**config.mk**
```make
export PLATFORM = sky130hd
export DESIGN_NAME = dpu_cmd_bridge
export DESIGN_NICKNAME = d
export VERILOG_FILES = /design/src/rtl/dpu_cmd_bridge.sv
export SDC_FILE = /design/constraint.sdc
export NUM_CORES = 1
export LEC_CHECK = 0
export BUFFER_PORTS_ARGS = -buffer_cell sky130_fd_sc_hd__buf_2
export CAP_MARGIN = 30
export CORE_MARGIN = 2
export CORE_UTILIZATION = 56
export CTS_BUF_LIST = sky130_fd_sc_hd__clkbuf_2 sky130_fd_sc_hd__clkbuf_4 sky130_fd_sc_hd__clkbuf_8
export CTS_CLUSTER_SIZE = 28
export DETAILED_ROUTE_END_ITERATION = 8
export GPL_ROUTABILITY_DRIVEN = 0
export HOLD_SLACK_MARGIN = 0.08
export PLACE_DENSITY = 0.76
export SYNTH_ARGS = -nofsm -noshare
export SYNTH_HDL_FRONTEND = slang
export SYNTH_SLANG_ARGS = --single-unit
```
**constraint.sdc**
```tcl
create_clock -name clk -period 5 [get_ports clk]
set_input_delay 0.25 -clock clk [delete_from_list [all_inputs] [get_ports clk]]
set_output_delay 0.25 -clock clk [all_outputs]
set_load 0.01 [all_outputs]
```
**src/rtl/dpu_cmd_bridge.sv**
```systemverilog
// dpu_cmd_bridge
// Bridges a host byte stream to the dpu_top command port, and returns DPU
// responses and status events to the host as 2-byte {tag, payload} records.
//
// Ports
//   clk, rst_n                    clock, synchronous active-low reset
//   in_valid/in_ready/in_data     host command bytes (5-byte frames)
//   out_valid/out_ready/out_data  host record bytes (tag then payload)
//   cmd_valid/cmd_ready/cmd_type/cmd_addr/cmd_data   command to dpu_top
//   rsp_valid/rsp_data            single-cycle response pulse from dpu_top
//   reload_req/done/current_layer dpu_top status inputs
//   err_bad_hdr, err_timeout      saturating error counters
//   err_ovf                       sticky: a response record was dropped
//   frame_busy                    deframer is mid-frame or issuing
module dpu_cmd_bridge #(
  parameter int unsigned RSP_DEPTH = 8,
  parameter int unsigned TIMEOUT   = 1000000
) (
  input  logic        clk,
  input  logic        rst_n,
  input  logic        in_valid,
  output logic        in_ready,
  input  logic [7:0]  in_data,
  output logic        out_valid,
  input  logic        out_ready,
  output logic [7:0]  out_data,
  output logic        cmd_valid,
  input  logic        cmd_ready,
  output logic [2:0]  cmd_type,
  output logic [23:0] cmd_addr,
  output logic [7:0]  cmd_data,
  input  logic        rsp_valid,
  input  logic [7:0]  rsp_data,
  input  logic        reload_req,
  input  logic        done,
  input  logic [5:0]  current_layer,
  output logic [7:0]  err_bad_hdr,
  output logic [7:0]  err_timeout,
  output logic        err_ovf,
  output logic        frame_busy
);

  typedef enum logic [2:0] {S_HDR, S_A2, S_A1, S_A0, S_DAT, S_ISSUE} state_e;

  localparam int unsigned GW = (TIMEOUT > 1) ? $clog2(TIMEOUT + 1) : 1;
  localparam logic [GW-1:0] GAP_LAST = (TIMEOUT > 0) ? GW'(TIMEOUT - 1) : '0;
  localparam int unsigned AW = $clog2(RSP_DEPTH);
  localparam logic [AW+1:0] DEPTH_V = (AW + 2)'(RSP_DEPTH);

  // ---------------------------------------------------------------- deframer
  state_e        state_q;
  logic [GW-1:0] gap_q;
  logic          cmd_valid_q;
  logic [2:0]    cmd_type_q;
  logic [23:0]   cmd_addr_q;
  logic [7:0]    cmd_data_q;
  logic [7:0]    bad_hdr_q;
  logic [7:0]    timeout_q;
  logic          accept;
  logic          gap_expire;

  assign in_ready   = (state_q != S_ISSUE);
  assign frame_busy = (state_q != S_HDR);
  assign accept     = in_valid && in_ready;
  // The final idle cycle is the one that would bring the gap count to TIMEOUT.
  assign gap_expire = (TIMEOUT != 0) && (gap_q == GAP_LAST);

  always_ff @(posedge clk) begin
    if (!rst_n) begin
      state_q     <= S_HDR;
      gap_q       <= '0;
      cmd_valid_q <= 1'b0;
      cmd_type_q  <= '0;
      cmd_addr_q  <= '0;
      cmd_data_q  <= '0;
      bad_hdr_q   <= '0;
      timeout_q   <= '0;
    end else begin
      case (state_q)
        S_HDR: begin
          if (accept) begin
            if (in_data[7:3] == 5'b10101) begin
              cmd_type_q <= in_data[2:0];
              gap_q      <= '0;
              state_q    <= S_A2;
            end else if (bad_hdr_q != 8'hFF) begin
              // Bad headers are dropped; this is how the stream resyncs.
              bad_hdr_q <= bad_hdr_q + 8'd1;
            end
          end
        end
        S_A2, S_A1, S_A0, S_DAT: begin
          if (accept) begin
            gap_q <= '0;
            case (state_q)
              S_A2: begin
                cmd_addr_q[23:16] <= in_data;
                state_q           <= S_A1;
              end
              S_A1: begin
                cmd_addr_q[15:8] <= in_data;
                state_q          <= S_A0;
              end
              S_A0: begin
                cmd_addr_q[7:0] <= in_data;
                state_q         <= S_DAT;
              end
              default: begin
                cmd_data_q  <= in_data;
                cmd_valid_q <= 1'b1;
                state_q     <= S_ISSUE;
              end
            endcase
          end else if (gap_expire) begin
            state_q    <= S_HDR;
            gap_q      <= '0;
            cmd_type_q <= '0;
            cmd_addr_q <= '0;
            cmd_data_q <= '0;
            if (timeout_q != 8'hFF) begin
              timeout_q <= timeout_q + 8'd1;
            end
          end else begin
            gap_q <= gap_q + GW'(1);
          end
        end
        S_ISSUE: begin
          if (cmd_ready) begin
            cmd_valid_q <= 1'b0;
            state_q     <= S_HDR;
          end
        end
        default: state_q <= S_HDR;
      endcase
    end
  end

  assign cmd_valid   = cmd_valid_q;
  assign cmd_type    = cmd_type_q;
  assign cmd_addr    = cmd_addr_q;
  assign cmd_data    = cmd_data_q;
  assign err_bad_hdr = bad_hdr_q;
  assign err_timeout = timeout_q;

  // ------------------------------------------------------------- record path
  logic [15:0]   fifo_mem [RSP_DEPTH];
  logic [AW:0]   wr_ptr_q, rd_ptr_q;
  logic [AW:0]   arr_cnt;
  logic [AW+1:0] occ;
  logic          out_valid_q, phase_q;
  logic [7:0]    out_data_q, pay_q;
  logic          rl_prev_q, dn_prev_q, rl_pend_q, dn_pend_q, ovf_q;
  logic [5:0]    rl_layer_q;
  logic          rl_rise, dn_rise, rec_done, can_push, pop;
  logic          push_d, push_rl_d, push_dn_d;
  logic [15:0]   push_rec_d, rd_rec;

  assign rl_rise = reload_req && !rl_prev_q;
  assign dn_rise = done && !dn_prev_q;
  assign arr_cnt = wr_ptr_q - rd_ptr_q;
  // Occupancy counts the record held by the serialiser, so a slot is only
  // released once that record's payload byte has been taken.
  assign occ      = {1'b0, arr_cnt} + {{(AW + 1){1'b0}}, out_valid_q};
  assign rec_done = out_valid_q && out_ready && phase_q;
  assign can_push = (occ < DEPTH_V) || rec_done;
  assign pop      = (arr_cnt != '0) && (!out_valid_q || rec_done);
  assign rd_rec   = fifo_mem[rd_ptr_q[AW-1:0]];

  always_comb begin
    push_d     = 1'b0;
    push_rl_d  = 1'b0;
    push_dn_d  = 1'b0;
    push_rec_d = '0;
    if (rsp_valid) begin
      push_d     = can_push;
      push_rec_d = {8'h52, rsp_data};
    end else if (rl_pend_q) begin
      push_d     = can_push;
      push_rl_d  = can_push;
      push_rec_d = {8'h4C, 2'b00, rl_layer_q};
    end else if (dn_pend_q) begin
      push_d     = can_push;
      push_dn_d  = can_push;
      push_rec_d = 16'h4400;
    end
  end

  always_ff @(posedge clk) begin
    if (push_d) begin
      fifo_mem[wr_ptr_q[AW-1:0]] <= push_rec_d;
    end
  end

  always_ff @(posedge clk) begin
    if (!rst_n) begin
      wr_ptr_q    <= '0;
      rd_ptr_q    <= '0;
      out_valid_q <= 1'b0;
      out_data_q  <= '0;
      pay_q       <= '0;
      phase_q     <= 1'b0;
      rl_prev_q   <= 1'b0;
      dn_prev_q   <= 1'b0;
      rl_pend_q   <= 1'b0;
      dn_pend_q   <= 1'b0;
      rl_layer_q  <= '0;
      ovf_q       <= 1'b0;
    end else begin
      rl_prev_q <= reload_req;
      dn_prev_q <= done;
      // A new edge while pending merges into the existing flag.
      if (rl_rise) begin
        rl_pend_q  <= 1'b1;
        rl_layer_q <= current_layer;
      end else if (push_rl_d) begin
        rl_pend_q <= 1'b0;
      end
      if (dn_rise) begin
        dn_pend_q <= 1'b1;
      end else if (push_dn_d) begin
        dn_pend_q <= 1'b0;
      end
      if (rsp_valid && !can_push) begin
        ovf_q <= 1'b1;
      end
      if (push_d) begin
        wr_ptr_q <= wr_ptr_q + (AW + 1)'(1);
      end
      if (pop) begin
        rd_ptr_q    <= rd_ptr_q + (AW + 1)'(1);
        out_valid_q <= 1'b1;
        out_data_q  <= rd_rec[15:8];
        pay_q       <= rd_rec[7:0];
        phase_q     <= 1'b0;
      end else if (out_valid_q && out_ready) begin
        if (!phase_q) begin
          out_data_q <= pay_q;
          phase_q    <= 1'b1;
        end else begin
          out_valid_q <= 1'b0;
        end
      end
    end
  end

  assign out_valid = out_valid_q;
  assign out_data  = out_data_q;
  assign err_ovf   = ovf_q;

endmodule

```
* Word-level counts from Yosys, hierarchy flattened
Memory sizes are Yosys's and may differ from the RTL's. A register that Yosys moved wholly into a read port is not among the register bits.
Cells that the tools add are included.
** Word-level totals
- Register bits after elaboration :: 112
- RAM bits :: 120
- Word-level logic and storage cells :: 147
- Memories kept :: 1
** Memory list
- fifo_mem :: words 8, width 15, rd ports 1, clocked after memory_dff 1, write ports 1, RTL line 146 : logic [15:0] fifo_mem [RSP_DEPTH];
** Operators by class
- $add $sub $neg :: 7
- $lt $le $gt $ge :: 1
- Equal/unequal tests :: 23
- Muxes and demuxes :: 52
- Bitwise gates (word level) :: 3
- Reductions and logical operators :: 38
** Operators with widths (number)
- two-way mux 20 bit :: 4
- two-way mux 8 bit :: 9
- two-way mux 24 bit :: 2
- two-way mux 15 bit :: 3
- case mux 20 bit (2 select lines) :: 1
- two-way mux 3 bit :: 10
- adder 20 x 1 -> 20 bit (second input constant) :: 1
- equality test 20 bit (second input constant) :: 1
- two-way mux 1 bit :: 19
- case mux 3 bit (3 select lines) :: 2
- adder 8 x 1 -> 8 bit (second input constant) :: 2
- != test 2 bit (second input constant) :: 8
- != test 8 bit (second input constant) :: 2
- AND reduction 4 bit :: 4
- AND reduction 3 bit :: 5
- nonzero test 2 bit :: 7
- adder 4 x 1 -> 4 bit (second input constant) :: 2
- != test 2 x 1 -> 1 bit (second input constant) :: 4
- logical AND 1 bit :: 7
- equality test 3 x 2 -> 1 bit (second input constant) :: 2
- equality test 3 bit (second input constant) :: 2
- != test 3 bit (second input constant) :: 2
- case mux 3 bit (2 select lines) :: 1
- adder 4 x 1 -> 5 bit :: 1
- 16 further kinds :: 23

* Longest topological paths before layout
- Word-level depth :: 9
- Gate-level depth with buffers :: 10
- Gate-level depth less buffers :: 9

* Least setup slack after synthesis
OpenSTA, ideal clock, no wires.
- Path type :: flip-flop to flip-flop
- Start point :: register wr_ptr_q[0]
- End point :: memory fifo_mem[2][0] (netlist bit) (enable)
- Library setup time :: 0.417 ns
- Arrival :: 3.140 ns
- Path slack :: 1.443 ns
- Cell stages (with the launch flop) :: 9
- Path buffers :: 0
- Cells stage by stage :: dfxtp_1 > inv_1 > ha_1 > inv_1 > fa_1 > nor2b_1 > nand4_1 > o211ai_1 > nor4b_1
** Between the ends
- Longest elaborated chain between the ends :: 9
** RTL lines
- start, declared :: RTL line 147 : logic [AW:0] wr_ptr_q, rd_ptr_q;
- start signal, assigned :: RTL line 227 : wr_ptr_q <= wr_ptr_q + (AW + 1)'(1);
- subtractor 4 bit :: RTL line 160 : assign arr_cnt = wr_ptr_q - rd_ptr_q;
- adder 4 x 1 -> 5 bit :: RTL line 163 : assign occ = {1'b0, arr_cnt} + {{(AW + 1){1'b0}}, out_valid_q};
- less-than comparator 5 x 4 -> 1 bit :: RTL line 165 : assign can_push = (occ < DEPTH_V) || rec_done;
- logical OR 1 bit :: RTL line 165
- two-way mux 1 bit :: RTL line 181 : end else if (dn_pend_q) begin
- two-way mux 1 bit :: RTL line 177 : end else if (rl_pend_q) begin
- two-way mux 1 bit :: RTL line 174 : if (rsp_valid) begin
- two-way mux 1 bit :: RTL line 189 : if (push_d) begin
- two-way mux 1 bit (not written as such) :: RTL line 190 : fifo_mem[wr_ptr_q[AW-1:0]] <= push_rec_d;
- end, declared :: RTL line 146
Several ways; a longest one is shown, not always the timed one.

* Worst setup path after layout
- Start point :: register wr_ptr_q[0]
- End point :: register out_data_q[1] (netlist: out_data[1])
** Between the ends
- Longest elaborated chain between the ends :: 5
** RTL lines
- subtractor 4 bit (*) :: RTL line 160
- nonzero test 4 bit (*) :: RTL line 166 : assign pop = (arr_cnt != '0) && (!out_valid_q || rec_done);
- logical AND 1 bit (*) :: RTL line 166
- != test 2 x 1 -> 1 bit (no source line) / nonzero test 2 bit (equally long branches)
- AND reduction 2 bit (no source line)
- end signal, assigned :: RTL line 232 : out_data_q <= rd_rec[15:8];
- end signal, assigned :: RTL line 237 : out_data_q <= pay_q;
- end, declared :: RTL line 151 : logic [7:0] out_data_q, pay_q;
Mark *: on every way between the ends. The rest lies on a longest branch, timed or not.
A chain may end at the register's enable or synchronous reset.

==> impl_metrics.py <==
metrics = {
    "status": {
        "outcome": "complete, no violations",
    },
    "clock_network": {
        "clock_insertion_delay_at_the_later_pin_of_the_skew_report_ns": 0.53,
        "htree_levels": 2,
        "clk_pin_slew_worst_paths_ns": 0.06,
        "tritoncts_buffers": 36,
        "tritoncts": "built",
        "cts.sink_count": 211,
        "cts_max_path_buffers": 3,
        "post_cts_resize_count": 0,
        "cts-root-buf": "sky130_fd_sc_hd__clkbuf_8",
    },
    "yosys": {
        "synth.yosys.warnings": 0,
        "synth.net_count": 811,
        "yosys_register_bits": 211,
        "synthesized_netlist_cell_count": 772,
        "synthesis.area_sq_um": 8890,
        "syn-mean-instance-area_sq_um": 11.52,
        "synth_async_sr_flop_share_pct": 0,
        "most_instantiated_flip_flop_cell_in_the_synthesis_netlist": "sky130_fd_sc_hd__dfxtp_1",
        "yosysUniqueCellTypes": 63,
        "seq_area_frac_synth_pct": 58.33,
        "count_of_flip_flops_with_a_built_in_enable_after_synthesis": 96,
    },
    "route": {
        "vias": 6678,
        "pre_antenna_drt_iters": 5,
        "drt-total-wl_um": 20520,
        "route.antenna.remaining_nets": 0,
        "route.detailed.drc": 0,
        "detail_route.wl_per_cell_um": 18.00,
        "drt_iter0_markers": 449,
        "post_drt_via_cell_ratio": 5.858,
    },
    "global_routing": {
        "globalRouteOverflowTotal": 0,
        "number_of_antenna_violations_at_the_first_check_in_global_routing": 0,
        "grt_pass1_vias": 6400,
        "grt_pass1_wl_um": 32140,
        "grt_usage_pct": 24.44,
        "grt_max_degree": 65,
    },
    "sta": {
        "fmax_ghz": 0.3174,
        "finalSetupViolations": 0,
        "tns_ns": 0,
        "hold_viol": 0,
        "final_critical_path_setup_slack_ns": 1.849,
        "slew_viol_final": 0,
        "setup_repair_after_global_routing_missed_its_margin": "no",
        "worst_clock_skew_ns": 0.01952,
        "timing.hold.ws_ns": 0.2045,
        "max-slew-margin-rel_pct": 29.70,
        "worst_pin_slew_ns": 1.043,
        "layout_min_cycle_time_ns": 3.151,
        "layout_worst_path_cycle_share_pct": 63.02,
    },
    "worst_setup_path": {
        "timing.critical_path.to_type": "register",
        "critical_path_most_common_cell": "sky130_fd_sc_hd__inv_1",
        "ordered_list_of_cells_on_the_worst_path": "inv_1 > ha_1 > inv_1 > fa_1 > or3b_2 > o31ai_1 > o21ai_0 > a31oi_1",
        "crit_required_ns": 5.45,
        "cp_slowest_cell": "sky130_fd_sc_hd__o31ai_1",
        "cpPeakStageDelay_ns": 0.59,
        "criticalPathCategory": "register to register",
        "path_delay_family": "compound AO/OA/AOI/OAI gates",
        "timing.critical_path.buf_inv": 2,
        "cp_data_arrival_time_ns": 3.60,
        "worst-path-max-fanout": 7,
        "crit_path_start_kind": "register",
    },
    "floorplan": {
        "fp.dieArea_sq_um": 16900,
        "die_y_um": 130.0,
        "ios": 94,
        "core_area_sq_um": 15710,
        "fp.dieW_um": 130.0,
        "effective_utilization_at_floorplan_pct": 56.58,
        "rows": 46,
    },
    "placed_design": {
        "numPortBuffers": 93,
        "dpl-instance-area_sq_um": 9597,
        "place_hpwl_um": 13720,
        "post-place-cells": 1057,
        "post-place-ws_ns": 1.938,
    },
    "layout": {
        "layout.nets": 937,
        "area_growth_pct": 18.80,
        "final_layout_size_suffix_gt1_share_pct": 22.94,
        "final_area_sq_um": 10560,
        "final_cells": 1140,
        "antennaDiodeCount": 0,
    },
    "power_and_ir_drop": {
        "vdd.ir_drop.worst_mv": 0.3127,
        "cellLeakagePower_nw": 4.001,
        "power_per_cell_area_nw_per_um2": 500.1,
    },
    "job": {
        "max_cap_violations": 0,
    },
    "worst_hold_path": {
        "worst_hold_path_type": "input pin to register",
    },
}
-- per-stage QoR --
step	power [mW]	utilization, %
5_1_grt	5.528	67.22
6_report	5.282	67.22
3_5_place_dp	3.637	61.08
2_1_floorplan	3.193	-
4_1_cts	5.292	67.17
3_3_place_gp	3.550	61.03
-- synth_stat cells, drive strengths merged (4+ instances only) --
master / count / area (sq um)
nand2: 124 / 465.5
dfxtp: 115 / 2302
edfxtp: 96 / 2883
nor2: 46 / 172.7
mux2i: 44 / 440.4
o21ai: 39 / 195.2
a21oi: 32 / 163.9
clkbuf: 27 / 101.4
nand3: 25 / 125.1
mux4: 24 / 540.5
nand4: 15 / 93.84
a211oi: 13 / 97.59
nor3: 11 / 55.05
nor4: 11 / 68.82
and3: 10 / 62.56
or3: 10 / 62.56
xor2: 10 / 87.58
a31oi: 9 / 56.30
inv: 9 / 33.78
xnor2: 9 / 78.83
buf: 8 / 47.54
ha: 8 / 100.1
nand2b: 8 / 50.05
nor2b: 6 / 37.54
nor4b: 6 / 65.06
and2: 5 / 31.28
nor3b: 4 / 30.03
o31ai: 4 / 30.03
-- power breakdown --
group / leakage (nW) / internal [mW] / switching, mW
combinational: 1.77 / 0.571 / 0.873
clock: 0.413 / 0.967 / 0.668
sequential: 1.82 / 2.05 / 0.149
total: 4.00 / 3.59 / 1.69
-- cells in the final DEF, fill, tap and decap left out, drive strengths merged, types with 24 or more instances in the layout --
cell    netlist  routed
mux4         24      24
clkbuf       27      60
nand2       124     124
o21ai        39      39
mux2i        44      44
nor2         46      46
edfxtp       96      96
a21oi        32      32
nand3        25      25
dfxtp       115     115
buf           8     105
-- layout make-up --
type	count	area (sq um)
well taps	216	270.3
clock inverters	4	51.30
fillers	1182	5151
repair buffers	123	735.7
multi-input cells	516	3556
flip-flops and latches	211	5185
inverters	10	37.54
clock buffers	60	725.7
-- path summary, 6_finish.rpt --
check | cells after the start | startpoint | endpoint | slack (ns)
max | 8 | wr_ptr_q[0] | out_data[1] | 1.85
min | 3 | in_valid | cmd_valid | 0.20
max reg2reg | 8 | wr_ptr_q[0] | out_data[1] | 1.85
min reg2reg | 2 | cmd_addr[1] | cmd_addr[1] | 0.45
-- cell families after synthesis --
kind of cell | after synthesis | synth area share, %
fa+ha+maj | 9 | 1.351
simple gates | 294 | 16.16
mux | 68 | 11.03
xor+xnor | 19 | 1.872
compound gates | 126 | 9.163
flops | 211 | 58.33
buf+inv | 45 | 2.097
-- sequential cells by signal, summed over array words and instances (netlist names), 8 cells and up, named ones only --
| register | count |
|---|---|
| cmd_addr | 24 |
| cmd_data | 8 |
| err_bad_hdr | 8 |
| err_timeout | 8 |
| fifo_mem | 96 |
| gap_q | 20 |
| out_data | 8 |
| pay_q | 8 |
-- routing by layer --
metal	up-vias	GRT usage, %	wire length [um]
met4	0	10.56	646
met5	-	0	0
met3	56	4.469	1181
met2	265	40.96	10170
li1	3126	-	-
met1	3231	31.38	8524
-- worst register-to-register path, delay by kind of cell (launching register included) --
kind,cells,cell delay [ns]
buffers and inverters,2,0.29
DFF,1,0.49
AOI/OAI and AO/OA,3,1.05
adders and majority gates,2,0.72
and+or+nand+nor,1,0.52
-- what timing repair did --
item / in CTS / in global routing
endpoints found under the hold margin: 24 / 0
buffers inserted: 0 / 0
hold buffers: 18 / 0
endpoints found under the setup margin: 0 / 0
No activity file was read; power rests on OpenSTA's default activity.
